### src/rtl/writeback_arbiter_if.sv
// Request-side bus between the four functional units and the writeback arbiter.
// master: a functional unit presenting results; slave: the arbiter granting them.
interface writeback_arbiter_if #(
    parameter int unsigned DATABITWIDTH    = 16,
    parameter int unsigned REGADDRBITWIDTH = 4,
    parameter int unsigned TAGBITWIDTH     = 6
);
    logic [3:0]                   Req_Valid;
    logic [3:0]                   Req_Ready;
    logic [4*DATABITWIDTH-1:0]    Req_Data;
    logic [4*REGADDRBITWIDTH-1:0] Req_Addr;
    logic [4*TAGBITWIDTH-1:0]     Req_Tag;

    modport master (
        output Req_Valid,
        output Req_Data,
        output Req_Addr,
        output Req_Tag,
        input  Req_Ready
    );

    modport slave (
        input  Req_Valid,
        input  Req_Data,
        input  Req_Addr,
        input  Req_Tag,
        output Req_Ready
    );
endinterface

### src/rtl/writeback_arbiter.sv
// Round-robin arbiter sharing the register-file write port among ALU0, ALU1, Branch and LSU,
// with a registered congestion stall. Define WRITEBACK_R0_DISCARD_EN to retire r0 writes only.
module writeback_arbiter #(
    parameter int unsigned DATABITWIDTH    = 16,
    parameter int unsigned REGADDRBITWIDTH = 4,
    parameter int unsigned TAGBITWIDTH     = 6,
    parameter int unsigned STALLTHRESHOLD  = 3
) (
    input  logic                       clk,
    input  logic                       clk_en,
    input  logic                       sync_rst,
    writeback_arbiter_if.slave         req,
    output logic                       RegWriteEn,
    output logic [REGADDRBITWIDTH-1:0] RegWriteAddr,
    output logic [DATABITWIDTH-1:0]    RegWriteData,
    output logic [TAGBITWIDTH-1:0]     RegWriteTag,
    output logic                       IssueCongestionStallOut
`ifdef WRITEBACK_R0_DISCARD_EN
    ,
    output logic                       RetireOnly
`endif
);

    logic [1:0] ptr_q;
    logic [1:0] win;
    logic [1:0] idx;
    logic       found;
    logic [3:0] grant;
    logic       xfer;
    logic [3:0] wait_q [4];
    logic [3:0] wait_d [4];
    logic       stall_d;

    logic [DATABITWIDTH-1:0]    win_data;
    logic [REGADDRBITWIDTH-1:0] win_addr;
    logic [TAGBITWIDTH-1:0]     win_tag;

    // First valid unit at or after ptr_q (mod 4) wins.
    always_comb begin
        found = 1'b0;
        win   = '0;
        idx   = '0;
        for (int k = 0; k < 4; k++) begin
            idx = ptr_q + 2'(k);
            if (!found && req.Req_Valid[idx]) begin
                found = 1'b1;
                win   = idx;
            end
        end
        grant = '0;
        if (found && clk_en && !sync_rst) begin
            grant[win] = 1'b1;
        end
    end

    assign req.Req_Ready = grant;
    assign xfer          = |grant;

    assign win_data = req.Req_Data[32'(win)*DATABITWIDTH +: DATABITWIDTH];
    assign win_addr = req.Req_Addr[32'(win)*REGADDRBITWIDTH +: REGADDRBITWIDTH];
    assign win_tag  = req.Req_Tag[32'(win)*TAGBITWIDTH +: TAGBITWIDTH];

    always_comb begin
        stall_d = 1'b0;
        for (int i = 0; i < 4; i++) begin
            wait_d[i] = '0;
            if (req.Req_Valid[i] && !grant[i]) begin
                wait_d[i] = (wait_q[i] == 4'hF) ? 4'hF : wait_q[i] + 4'd1;
            end
            if (wait_d[i] >= 4'(STALLTHRESHOLD)) begin
                stall_d = 1'b1;
            end
        end
    end

    always_ff @(posedge clk) begin
        if (sync_rst) begin
            ptr_q                   <= '0;
            wait_q                  <= '{default: '0};
            RegWriteEn              <= 1'b0;
            RegWriteAddr            <= '0;
            RegWriteData            <= '0;
            RegWriteTag             <= '0;
            IssueCongestionStallOut <= 1'b0;
`ifdef WRITEBACK_R0_DISCARD_EN
            RetireOnly              <= 1'b0;
`endif
        end else if (clk_en) begin
            wait_q                  <= wait_d;
            IssueCongestionStallOut <= stall_d;
`ifdef WRITEBACK_R0_DISCARD_EN
            // r0 results retire their tag without touching the register file.
            RegWriteEn              <= xfer && (win_addr != '0);
            RetireOnly              <= xfer && (win_addr == '0);
`else
            RegWriteEn              <= xfer;
`endif
            if (xfer) begin
                ptr_q        <= win + 2'd1;
                RegWriteAddr <= win_addr;
                RegWriteData <= win_data;
                RegWriteTag  <= win_tag;
            end
        end
    end

endmodule

### src/flat_wrapper.sv
// flat-port wrapper written by rule: the top's interface ports become plain ports
module writeback_arbiter_flat 
#(
    parameter int unsigned DATABITWIDTH    = 16,
    parameter int unsigned REGADDRBITWIDTH = 4,
    parameter int unsigned TAGBITWIDTH     = 6,
    parameter int unsigned STALLTHRESHOLD  = 3
)
  (clk, clk_en, sync_rst, RegWriteEn, RegWriteAddr, RegWriteData, RegWriteTag, IssueCongestionStallOut, req_Req_Valid, req_Req_Data, req_Req_Addr, req_Req_Tag, req_Req_Ready);
  writeback_arbiter_if #(.DATABITWIDTH(DATABITWIDTH), .REGADDRBITWIDTH(REGADDRBITWIDTH), .TAGBITWIDTH(TAGBITWIDTH)) req_i ();
  input  logic clk;
  input  logic clk_en;
  input  logic sync_rst;
  output logic RegWriteEn;
  output logic [REGADDRBITWIDTH-1:0] RegWriteAddr;
  output logic [DATABITWIDTH-1:0] RegWriteData;
  output logic [TAGBITWIDTH-1:0] RegWriteTag;
  output logic IssueCongestionStallOut;
  input wire logic [$bits(req_i.Req_Valid)-1:0] req_Req_Valid;
  input wire logic [$bits(req_i.Req_Data)-1:0] req_Req_Data;
  input wire logic [$bits(req_i.Req_Addr)-1:0] req_Req_Addr;
  input wire logic [$bits(req_i.Req_Tag)-1:0] req_Req_Tag;
  output wire logic [$bits(req_i.Req_Ready)-1:0] req_Req_Ready;
  assign req_i.Req_Valid = req_Req_Valid;
  assign req_i.Req_Data = req_Req_Data;
  assign req_i.Req_Addr = req_Req_Addr;
  assign req_i.Req_Tag = req_Req_Tag;
  assign req_Req_Ready = req_i.Req_Ready;
  writeback_arbiter #(.DATABITWIDTH(DATABITWIDTH), .REGADDRBITWIDTH(REGADDRBITWIDTH), .TAGBITWIDTH(TAGBITWIDTH), .STALLTHRESHOLD(STALLTHRESHOLD)) u_core (.clk(clk), .clk_en(clk_en), .sync_rst(sync_rst), .req(req_i), .RegWriteEn(RegWriteEn), .RegWriteAddr(RegWriteAddr), .RegWriteData(RegWriteData), .RegWriteTag(RegWriteTag), .IssueCongestionStallOut(IssueCongestionStallOut));
endmodule
### config.mk
export PLATFORM = sky130hd
export DESIGN_NAME = writeback_arbiter_flat
export DESIGN_NICKNAME = d
export VERILOG_FILES = /design/src/rtl/writeback_arbiter_if.sv /design/src/rtl/writeback_arbiter.sv /design/src/flat_wrapper.sv
export SDC_FILE = /design/constraint.sdc
export NUM_CORES = 1
export LEC_CHECK = 0
export CAP_MARGIN = 30
export CORE_MARGIN = 2
export CORE_UTILIZATION = 30
export CTS_CLUSTER_SIZE = 28
export DETAILED_ROUTE_END_ITERATION = 10
export GPL_TIMING_DRIVEN = 0
export PLACE_DENSITY = 0.66
export SYNTH_ARGS = -nofsm -noshare
export SYNTH_HDL_FRONTEND = slang
export SYNTH_SLANG_ARGS = --single-unit
### constraint.sdc
create_clock -name clk -period 2 [get_ports clk]
set_input_delay 0.2 -clock clk [delete_from_list [all_inputs] [get_ports clk]]
set_output_delay 0.2 -clock clk [all_outputs]
set_load 0.01 [all_outputs]
==> flow_summary.json <==
{
  "setup_viol": 0,
  "slew_violations": 0,
  "syn_area_mm2": 0.00294,
  "ir_drop_uv": 289,
  "hold_path_class": "primary input to flip-flop",
  "synthDistinctLibCells": 45,
  "clk_latency_ps": 310,
  "leakagePower_nw": 1.67,
  "crit_type": "flip-flop to output pin",
  "dieArea_mm2": 0.0106,
  "drtAntennaViolNets": 0,
  "postSynthCellCount": 331,
  "dr_total_vias": 3300,
  "port-buffer-count": 141,
  "synthSimpleGateAreaFrac_pct": 15.8,
  "first_pass_iters": 4,
  "synthFlopType": "dfxtp_1",
  "areaGrowthSynthToFinish_pct": 59.8,
  "route.detailed.drc": 0,
  "clock_path_buffers": 2,
  "diodes": 0,
  "powerDensity_mw_per_mm2": 539,
  "syn_nets": 446,
  "final.period_utilization_pct": 93.1,
  "cts_inserted_buffers": 5,
  "synth_fa_ha_area_share_pct": 1.71,
  "worst_slack_ps": 138,
  "placed_cell_area_mm2": 0.00451,
  "outcome": "finished, final reports clean",
  "start_util_pct": 30.5,
  "maxSlewHeadroom_pct": 49.2,
  "grt_antenna_before_repair": 0,
  "worstPathArrival_ps": 1660,
  "cts_tree": "yes",
  "synth_top_family_by_area": "compound AO/OA/AOI/OAI gates",
  "gp_congestion": 0.865,
  "via_per_inst": 5.35,
  "wl_per_cell_um": 17.6,
  "rsz0062_at_grt": "no",
  "final_cell_area_mm2": 0.00469,
  "fmax_mhz": 537,
  "async_flop_share_pct": 0,
  "die_y_um": 103,
  "ys_seq_area_share_pct": 31.4,
  "worstMarginPinSlew_ps": 762,
  "min_period_ps": 1860,
  "ys_ff_latch": 46,
  "clock_skew_ps": 7.47,
  "rows": 36,
  "dp_hpwl_mm": 8.23,
  "grt_overflow_total": 0,
  "grt_pass1_wl_mm": 16.2,
  "wl_mm": 10.9,
  "grtUsageTotal_pct": 19.4,
  "critical_path_required_ps": 1800,
  "cts.sinks": 46,
  "root_buffer": "clkbuf_8",
  "drive_gt1_share_pct": 17.8,
  "io_pins": 143,
  "hold_violations": 0,
  "muxShareOfSynthArea_pct": 0.341,
  "dp_slack_ps": -777,
  "cts_max_level": 2,
  "clk_pin_slew_ps": 90,
  "grt_max_degree": 14,
  "hold_buffers": 0,
  "grt_pass1_vias": 3203,
  "synth_edf_count": 0,
  "synth_xor_area_share_pct": 0,
  "cp_max_fo": 10,
  "drt_iter0_drc": 184,
  "synth_compound_area_share_pct": 43.9,
  "layout.nets": 598,
  "startpoint_type": "flip-flop",
  "end_kind": "output pin",
  "avgSynthCellArea_um2": 8.87,
  "maxCapViolations": 0,
  "core-area_mm2": 0.00964,
  "die_w_um": 103,
  "ys_warn_count": 0
}
==> per-stage QoR <==
step	std cells	total power (W)	hold slack (ps)	TNS, ps	utilization (%)
final	617	0.00253	268	0	48.7
after global routing	617	0.00264	275	0	48.7
after CTS	615	0.00254	256	-51.7	48.2
after detailed placement	605	0.00190	464	-10630	46.8
after global placement	605	0.00189	460	-9060	46.8
after floorplan	331	0.00145	433	0	-
==> cells by family (layout without fill, tap and decap cells) <==
group,after synthesis,count (layout)
AOI/OAI and AO/OA,149,149
and+or+nand+nor,94,94
DFF,46,46
buffers and inverters,37,190
adders and majority gates,4,4
muxes,1,1
==> cells in the final DEF (no fill, tap or decap), drive strengths merged, types with 2 or more instances in the layout <==
master,Yosys,routed
clkdlybuf4s50,0,134
nand3,4,4
dfxtp,46,46
a22oi,26,26
and3,3,3
nand2b,15,15
nor3,6,6
a21oi,25,25
inv,7,7
o21a,2,2
o221ai,2,2
nand2,14,14
ha,4,4
nor4,2,2
a221oi,26,26
a41oi,3,3
o2111ai,5,5
a211oi,32,32
nand4,2,2
buf,20,24
o21ai,18,18
clkbuf,10,19
dlygate4sd2,0,3
o211ai,4,4
nor2,39,39
nor2b,4,4
==> synthesized netlist by cell type, types with 5 or more instances <==
cell       instances  share of area (%)
o2111ai_1          5                1.5
dfxtp_1           46                 31
a221oi_1           7                2.1
nor3_1             6                1.0
a221oi_2          19                9.7
buf_6              5                1.9
a211oi_1          13                3.3
inv_1              7               0.90
nand2_1           13                1.7
a211oi_2          19                8.1
buf_2             11                1.9
nand2b_1          15                3.2
o21ai_0           15                2.6
a22oi_1           26                6.6
a21oi_1           23                3.9
clkbuf_1          10                1.3
nor2_1            39                5.0
==> registers in the layout, summed over array words and instances (netlist names) <==
name	count
u_core.RegWriteAddr	4
u_core.wait_q	16
u_core.RegWriteData	16
u_core.RegWriteTag	6
u_core.RegWriteEn	1
u_core.ptr_q	2
u_core.IssueCongestionStallOut	1
==> power by group <==
group          switching [W]  internal [W]  total [W]
registers          0.0000430      0.000977    0.00102
logic               0.000405      0.000480   0.000885
clock network       0.000344      0.000280   0.000624
==> final timing paths <==
kind / slack [ps] / to / depth (start not counted) / startpoint
setup / recovery: 140 / req_Req_Ready[1] / 7 / u_core.ptr_q[1]
hold / removal: 270 / u_core.wait_q[0] / 3 / req_Req_Valid[3]
setup reg to reg: 140 / u_core.RegWriteData[3] / 7 / u_core.ptr_q[0]
hold reg to reg: 470 / u_core.RegWriteEn / 2 / u_core.RegWriteEn
==> worst max-delay path: stages, from the launching register on <==
cell,delay (ps)
dfxtp_2,360
buf_6,140
a21oi_1,70
o211a_1,240
buf_6,120
nand2_1,120
inv_1,70
clkdlybuf4s15_2,240
==> final cells by class <==
type                       count  area [µm²]
fill                         966        4950
multi-input combinational    248        1850
timing repair buffer         145        1430
sequential                    46         922
buffer                        30         205
tap                          133         166
clock buffer                   7        86.3
inverter                       7        26.3
clock inverter                 1        5.00
==> layer usage <==
layer  GRT usage, %  share of wire (%)  up-vias
met5              0                  0        -
met4           5.06                1.5        0
met3           4.07                7.5       12
met2           36.6                 49      107
met1           21.9                 42     1586
li1               -                  -     1595
==> repair_timing <==
| action | 4_1_cts | 5_1_grt |
|---|---|---|
| pin swaps | 2 | 3 |
| setup buffers | 2 | 2 |
| gates resized for setup | 22 | 12 |
| setup endpoints to repair | 14 | 14 |
No activity file was read; power rests on OpenSTA's default activity.
==> edit 1 (same settings) <==
`REGADDRBITWIDTH` is set to 4 in 3 places; all go to 5.
--- a/src/rtl/writeback_arbiter_if.sv
+++ b/src/rtl/writeback_arbiter_if.sv
@@ -4,3 +4,3 @@
     parameter int unsigned DATABITWIDTH    = 16,
-    parameter int unsigned REGADDRBITWIDTH = 4,
+    parameter int unsigned REGADDRBITWIDTH = 5,
     parameter int unsigned TAGBITWIDTH     = 6
--- a/src/rtl/writeback_arbiter.sv
+++ b/src/rtl/writeback_arbiter.sv
@@ -4,3 +4,3 @@
     parameter int unsigned DATABITWIDTH    = 16,
-    parameter int unsigned REGADDRBITWIDTH = 4,
+    parameter int unsigned REGADDRBITWIDTH = 5,
     parameter int unsigned TAGBITWIDTH     = 6,
--- a/src/flat_wrapper.sv
+++ b/src/flat_wrapper.sv
@@ -4,3 +4,3 @@
     parameter int unsigned DATABITWIDTH    = 16,
-    parameter int unsigned REGADDRBITWIDTH = 4,
+    parameter int unsigned REGADDRBITWIDTH = 5,
     parameter int unsigned TAGBITWIDTH     = 6,
Ports: changed (resized RegWriteAddr and req_Req_Addr); port bits go from 143 to 148. The function was not compared with the original's and may differ.
==> edit 1 against the unedited design <==
The flow now finishes with violations (setup timing); worst setup slack lost 760 ps; via count shrank 4.8%; total power grew 21%; routed wire length shrank 3.7%; synthesized cell count shrank 6.3%; sequential cell count grew 1; synthesized area grew 3.1%; final area grew 16%; final cell count grew 0.81%; largest cell class unchanged; largest power group is now combinational logic; highest routed layer unchanged.
==> edit 1: results (changes against the unedited design) <==
Ant diodes: 0 (unchanged)
Worst-path fanout max: 6 (-4)
DP HPWL: 7480 um (-9.2%)
Pre-CTS setup slack: -1270 ps (-489 ps)
Worst Hold End: u_core.wait_q[12]
Syn_area_per_cell: 9.76 um^2 (+10%)
Routing usage on met3: 0.0432 (+0.00256)
FFs w/ async S/R, synth: 0 (unchanged)
DR vias: 3141 (-4.8%)
Slew @ Worst Pin: 646 ps (-115 ps)
Final setup violation count: 36 (+36)
Share of cells above drive strength 1: 0.268 (+0.0902)
Seq/Total Area, Yosys: 0.311 (-0.00285)
RR Endpoint: u_core.RegWriteAddr[1]
Req. time, crit path: 2230 ps (+430 ps)
Synth Net Count: 433 (-2.9%)
Synth area leaders: dfxtp_1, mux2i_1, o221ai_2
Outcome: complete, but fails checks
Setup Total Neg Slack: -19220 ps (-19220 ps)
Register-to-Register Path Depth: 12 (+5)
Final RePlAce weighted congestion: 0.826 (-4.5%)
M2 GR Usage: 0.316 (-0.0501)
Worst setup margin: -618 ps (-755 ps)
Synth cell types: 43 (-4.4%)
Net Switching: 919 uW (+16%)
Placed instance area: 0.00473 mm^2 (+4.7%)
Hold_ws: 424 ps (+155 ps)
Vias in the first global route: 3124 (-2.5%)
Met1 Use GR: 0.214 (-0.00527)
Failing checks: setup timing
Clk_skew: 16.4 ps (+8.92 ps)
GRT Overall Usage: 0.181 (-0.0128)
Worst hold path type: in2reg
Placed insts: 590 (-2.5%)
Clk_lat worst skew: 300 ps
First-pass GRT wire length: 15800 um (-2.0%)
HP Start: req_Req_Valid[0]
Routed wire length: 10500 um (-3.7%)
Fin util: 0.559 (+0.0724)
Num CTS Buffers: 5 (unchanged)
Final std cells w/o fill: 622 (+0.81%)
Register clock-pin slew on the reported worst setup and hold paths: 90 ps (about the same)
Clock root buffer: clkbuf_8
Worst IR Drop VDD: 0.338 mV (+17%)
Initial drt markers: 135 (-27%)
# fillers: 861 (-11%)
Number of port buffers: 147 (+4.3%)
Top cells by count, synth: mux2i_1, dfxtp_1, nand2_1
Pleak: 0.00200 uW (+20%)
Final net count: 612 (+2.3%)
Clk buf depth: 2 (unchanged)
-- edit 1: changes by cell type in the layout (fill, tap and decap cells not counted), sizes merged, moves of 17 or more --
| cell | before | now |
|---|---|---|
| mux2i | 1 | 58 |
| nor2 | 39 | 12 |
| o221ai | 2 | 29 |
| a22oi | 26 | 0 |
| a221oi | 26 | 1 |
| a211oi | 32 | 9 |
| nand2 | 14 | 37 |
| buf | 24 | 41 |
-- edit 1: power groups by stage --
| stage | clock network, uW | logic [uW] | registers [uW] |
|---|---|---|---|
| after floorplan | 0 | 481 | 1140 |
| after global placement | 0 | 1010 | 1100 |
| after detailed placement | 0 | 1020 | 1110 |
| after CTS | 716 | 1160 | 1080 |
| after global routing | 761 | 1340 | 1110 |
| final | 698 | 1260 | 1100 |
-- edit 1: worst max-delay path, stage by stage --
cell	delay, ps
dlygate4sd2_1	350
inv_1	180
o22ai_4	100
a211oi_4	330
inv_2	110
ha_4	170
or4_4	540
and3_4	240
buf_12	140
nor2_8	170
buf_6	170
nand2_1	80
o221ai_2	60
-- edit 1: final cells by class --
| cell class | count | share of cell area |
|---|---|---|
| multi-input combinational | 235 | 0.402 |
| inverter | 10 | 0.0101 |
| sequential | 47 | 0.173 |
| timing repair buffer | 174 | 0.333 |
| clock inverter | 1 | 0.00549 |
| clock buffer | 6 | 0.0133 |
| tap | 133 | 0.0304 |
| buffer | 16 | 0.0330 |
-- edit 1: repair_timing --
action	in CTS	in global routing
resized for setup	60	54
pin swaps	14	25
cloned	2	2
setup buffers	18	6
endpoints found under the setup margin	51	47
-- edit 1: kinds of logic after synthesis --
family                   Yosys count  share of synthesized area
multiplexers                      58                      0.192
buffers and inverters             28                     0.0699
AND/OR/NAND/NOR                   84                      0.150
flip-flops                        47                      0.311
adder cells (fa/ha/maj)            8                     0.0331
AO/OA/AOI/OAI                     85                      0.245
-- edit 1: worst max-delay path by stage --
stage,start,endpoint,cells after the start
6_report,req_Req_Valid[2],u_core.RegWriteAddr[1],13
4_1_cts,u_core.ptr_q[0],u_core.RegWriteData[4],13
5_1_grt,req_Req_Valid[2],u_core.RegWriteData[1],13
3_5_place_dp,req_Req_Valid[0],u_core.RegWriteData[14],11
3_3_place_gp,req_Req_Valid[0],u_core.RegWriteData[13],11
2_1_floorplan,u_core.ptr_q[0],u_core.RegWriteData[10],12
-- edit 1: layer usage --
layer | vias up | routed length (um) | share of wire
met3 | 19 | 557 | 0.053
met5 | - | 0 | 0
met4 | 0 | 179 | 0.017
met2 | 102 | 5400 | 0.52
li1 | 1534 | - | -
met1 | 1486 | 4320 | 0.41
==> edit 2 (same settings) <==
Made on the original files. Reset style: asynchronous (`sync_rst`), changed in one clocked block.
--- a/src/rtl/writeback_arbiter.sv
+++ b/src/rtl/writeback_arbiter.sv
@@ -75,3 +75,3 @@
 
-    always_ff @(posedge clk) begin
+    always_ff @(posedge clk or posedge sync_rst) begin
         if (sync_rst) begin
Check against the original RTL: differs if sync_rst is asserted again (counterexample within 4 cycles, from zero or initial values and one cycle with sync_rst high); with sync_rst held inactive, the same outputs for 10 cycles.
==> edit 2 against the unedited design <==
Final area decreased by 4.0%; total power grew 41%; synthesized area is 8.6% lower; sequential power up 24%; clock skew rose by 4.9 ps; critical path type unchanged; worst setup slack lost 250 ps; sequential cell count stayed put; synthesized cell count is 7.6% lower; clock power barely moved; routed wire length decreased by 11%; largest power group is now combinational logic; final cell count shrank 7.8%; via count is 3.8% lower; sequential share of layout area increased by 6.0 points; the run now ends with setup timing left.
==> edit 2: results (changes against the unedited design) <==
Outcome: complete, but fails checks
Failing checks: setup timing
Top cells by count, synth: dfrtp_1, nand2_1, nor2_1
Met1 Use GR: 0.245 (+0.0258)
Seq/Total Area, Yosys: 0.429 (+0.115)
Pleak: 0.00181 uW (+8.2%)
Worst IR Drop VDD: 0.328 mV (+13%)
Worst setup margin: -109 ps (-246 ps)
Vias in the first global route: 3057 (-4.6%)
Slew @ Worst Pin: 602 ps (-160 ps)
Routing usage on met3: 0.0468 (+0.00613)
Final RePlAce weighted congestion: 0.893 (+3.2%)
DP HPWL: 7050 um (-14%)
Synth cell types: 48 (+6.7%)
Worst hold path type: in2reg
Pre-CTS setup slack: -1010 ps (-235 ps)
Met3 Wirelength: 725 um (-11%)
Pin count of the biggest net entering global routing: 38 (+24)
Placed instance area: 0.00422 mm^2 (-6.5%)
Register-to-Register Path Depth: 8 (+1)
# fillers: 818 (-15%)
GRT Overall Usage: 0.194 (about the same)
M2 GR Usage: 0.336 (-0.0302)
Hold Path Cell Cnt: 3 (unchanged)
Drt pass-1 iters: 10 (+6)
Data arrival, critical path: 1910 ps (+250 ps)
Worst-path fanout max: 4 (-6)
Synth Net Count: 421 (-5.6%)
Routed wl met2: 4810 um (-10%)
Routed wire length: 9690 um (-11%)
First-pass GRT wire length: 15400 um (-4.8%)
Wl on met1: 4040 um (-11%)
Sw Ratio: 0.347 (+0.0346)
Vias per inst: 5.58 (+4.4%)
Final net count: 575 (-3.8%)
Final setup violation count: 3 (+3)
Initial drt markers: 235 (+28%)
Num CTS Buffers: 5 (unchanged)
Post-synth top flop: dfrtp_1
Share of cells above drive strength 1: 0.134 (-0.0432)
Synth area leaders: dfrtp_1, a222oi_1, a31oi_1
Number of port buffers: 138 (-2.1%)
==> edit 2: worst max-delay path, cell delays in order (launching register included) <==
cell and delay, ps:
dfrtp_2 460, buf_6 130, nand2b_4 130, a21oi_2 140, a311oi_2 70, or3_4 440, nor2_4 130, buf_6 110
==> edit 2: layout make-up <==
type	count	area (um^2)	share of cell area
clock inverters	2	12.5	0.00278
flip-flops and latches	46	1150	0.256
clock buffers	6	82.6	0.0183
repair buffers	153	1510	0.336
multi-input cells	226	1450	0.322
inverters	9	36.3	0.00806
plain buffers	19	119	0.0264
well taps	108	135	0.0300
==> edit 2: timing repair <==
item,4_1_cts,5_1_grt
hold buffers,0,0
resized for setup,40,15
pin swaps,10,16
buffers inserted,9,5
setup endpoints to repair,32,26
==> edit 2: path summary, 6_finish.rpt <==
check / startpoint / endpoint / slack [ps]
max: u_core.ptr_q[1] / req_Req_Ready[2] / -110
min: clk_en / u_core.wait_q[0] / 210
max reg2reg: u_core.ptr_q[1] / u_core.IssueCongestionStallOut / -100
min reg2reg: u_core.RegWriteEn / u_core.RegWriteEn / 490
max in group asynchronous: sync_rst / u_core.wait_q[13] / 1070
min in group asynchronous: sync_rst / u_core.ptr_q[1] / 430
==> edit 2: through the flow <==
stage	std cells	TNS [ps]
final	569	-286
after floorplan	306	0
after detailed placement	553	-14190
after global routing	569	-772
after CTS	566	-345
after global placement	552	-41100
==> edit 2: logic make-up after synthesis <==
logic type,synth area share
mux,0.00793
flops,0.429
fa+ha+maj,0.0187
buf+inv,0.0555
simple gates,0.161
compound gates,0.328
==> edit 2: power by group through the flow <==
stage                     combinational [uW]  clock [uW]  sequential [uW]
after floorplan                          717           0             1320
after global placement                  1510           0             1260
after detailed placement                1530           0             1260
after CTS                               1660         642             1250
after global routing                    1820         686             1290
final                                   1670         623             1260
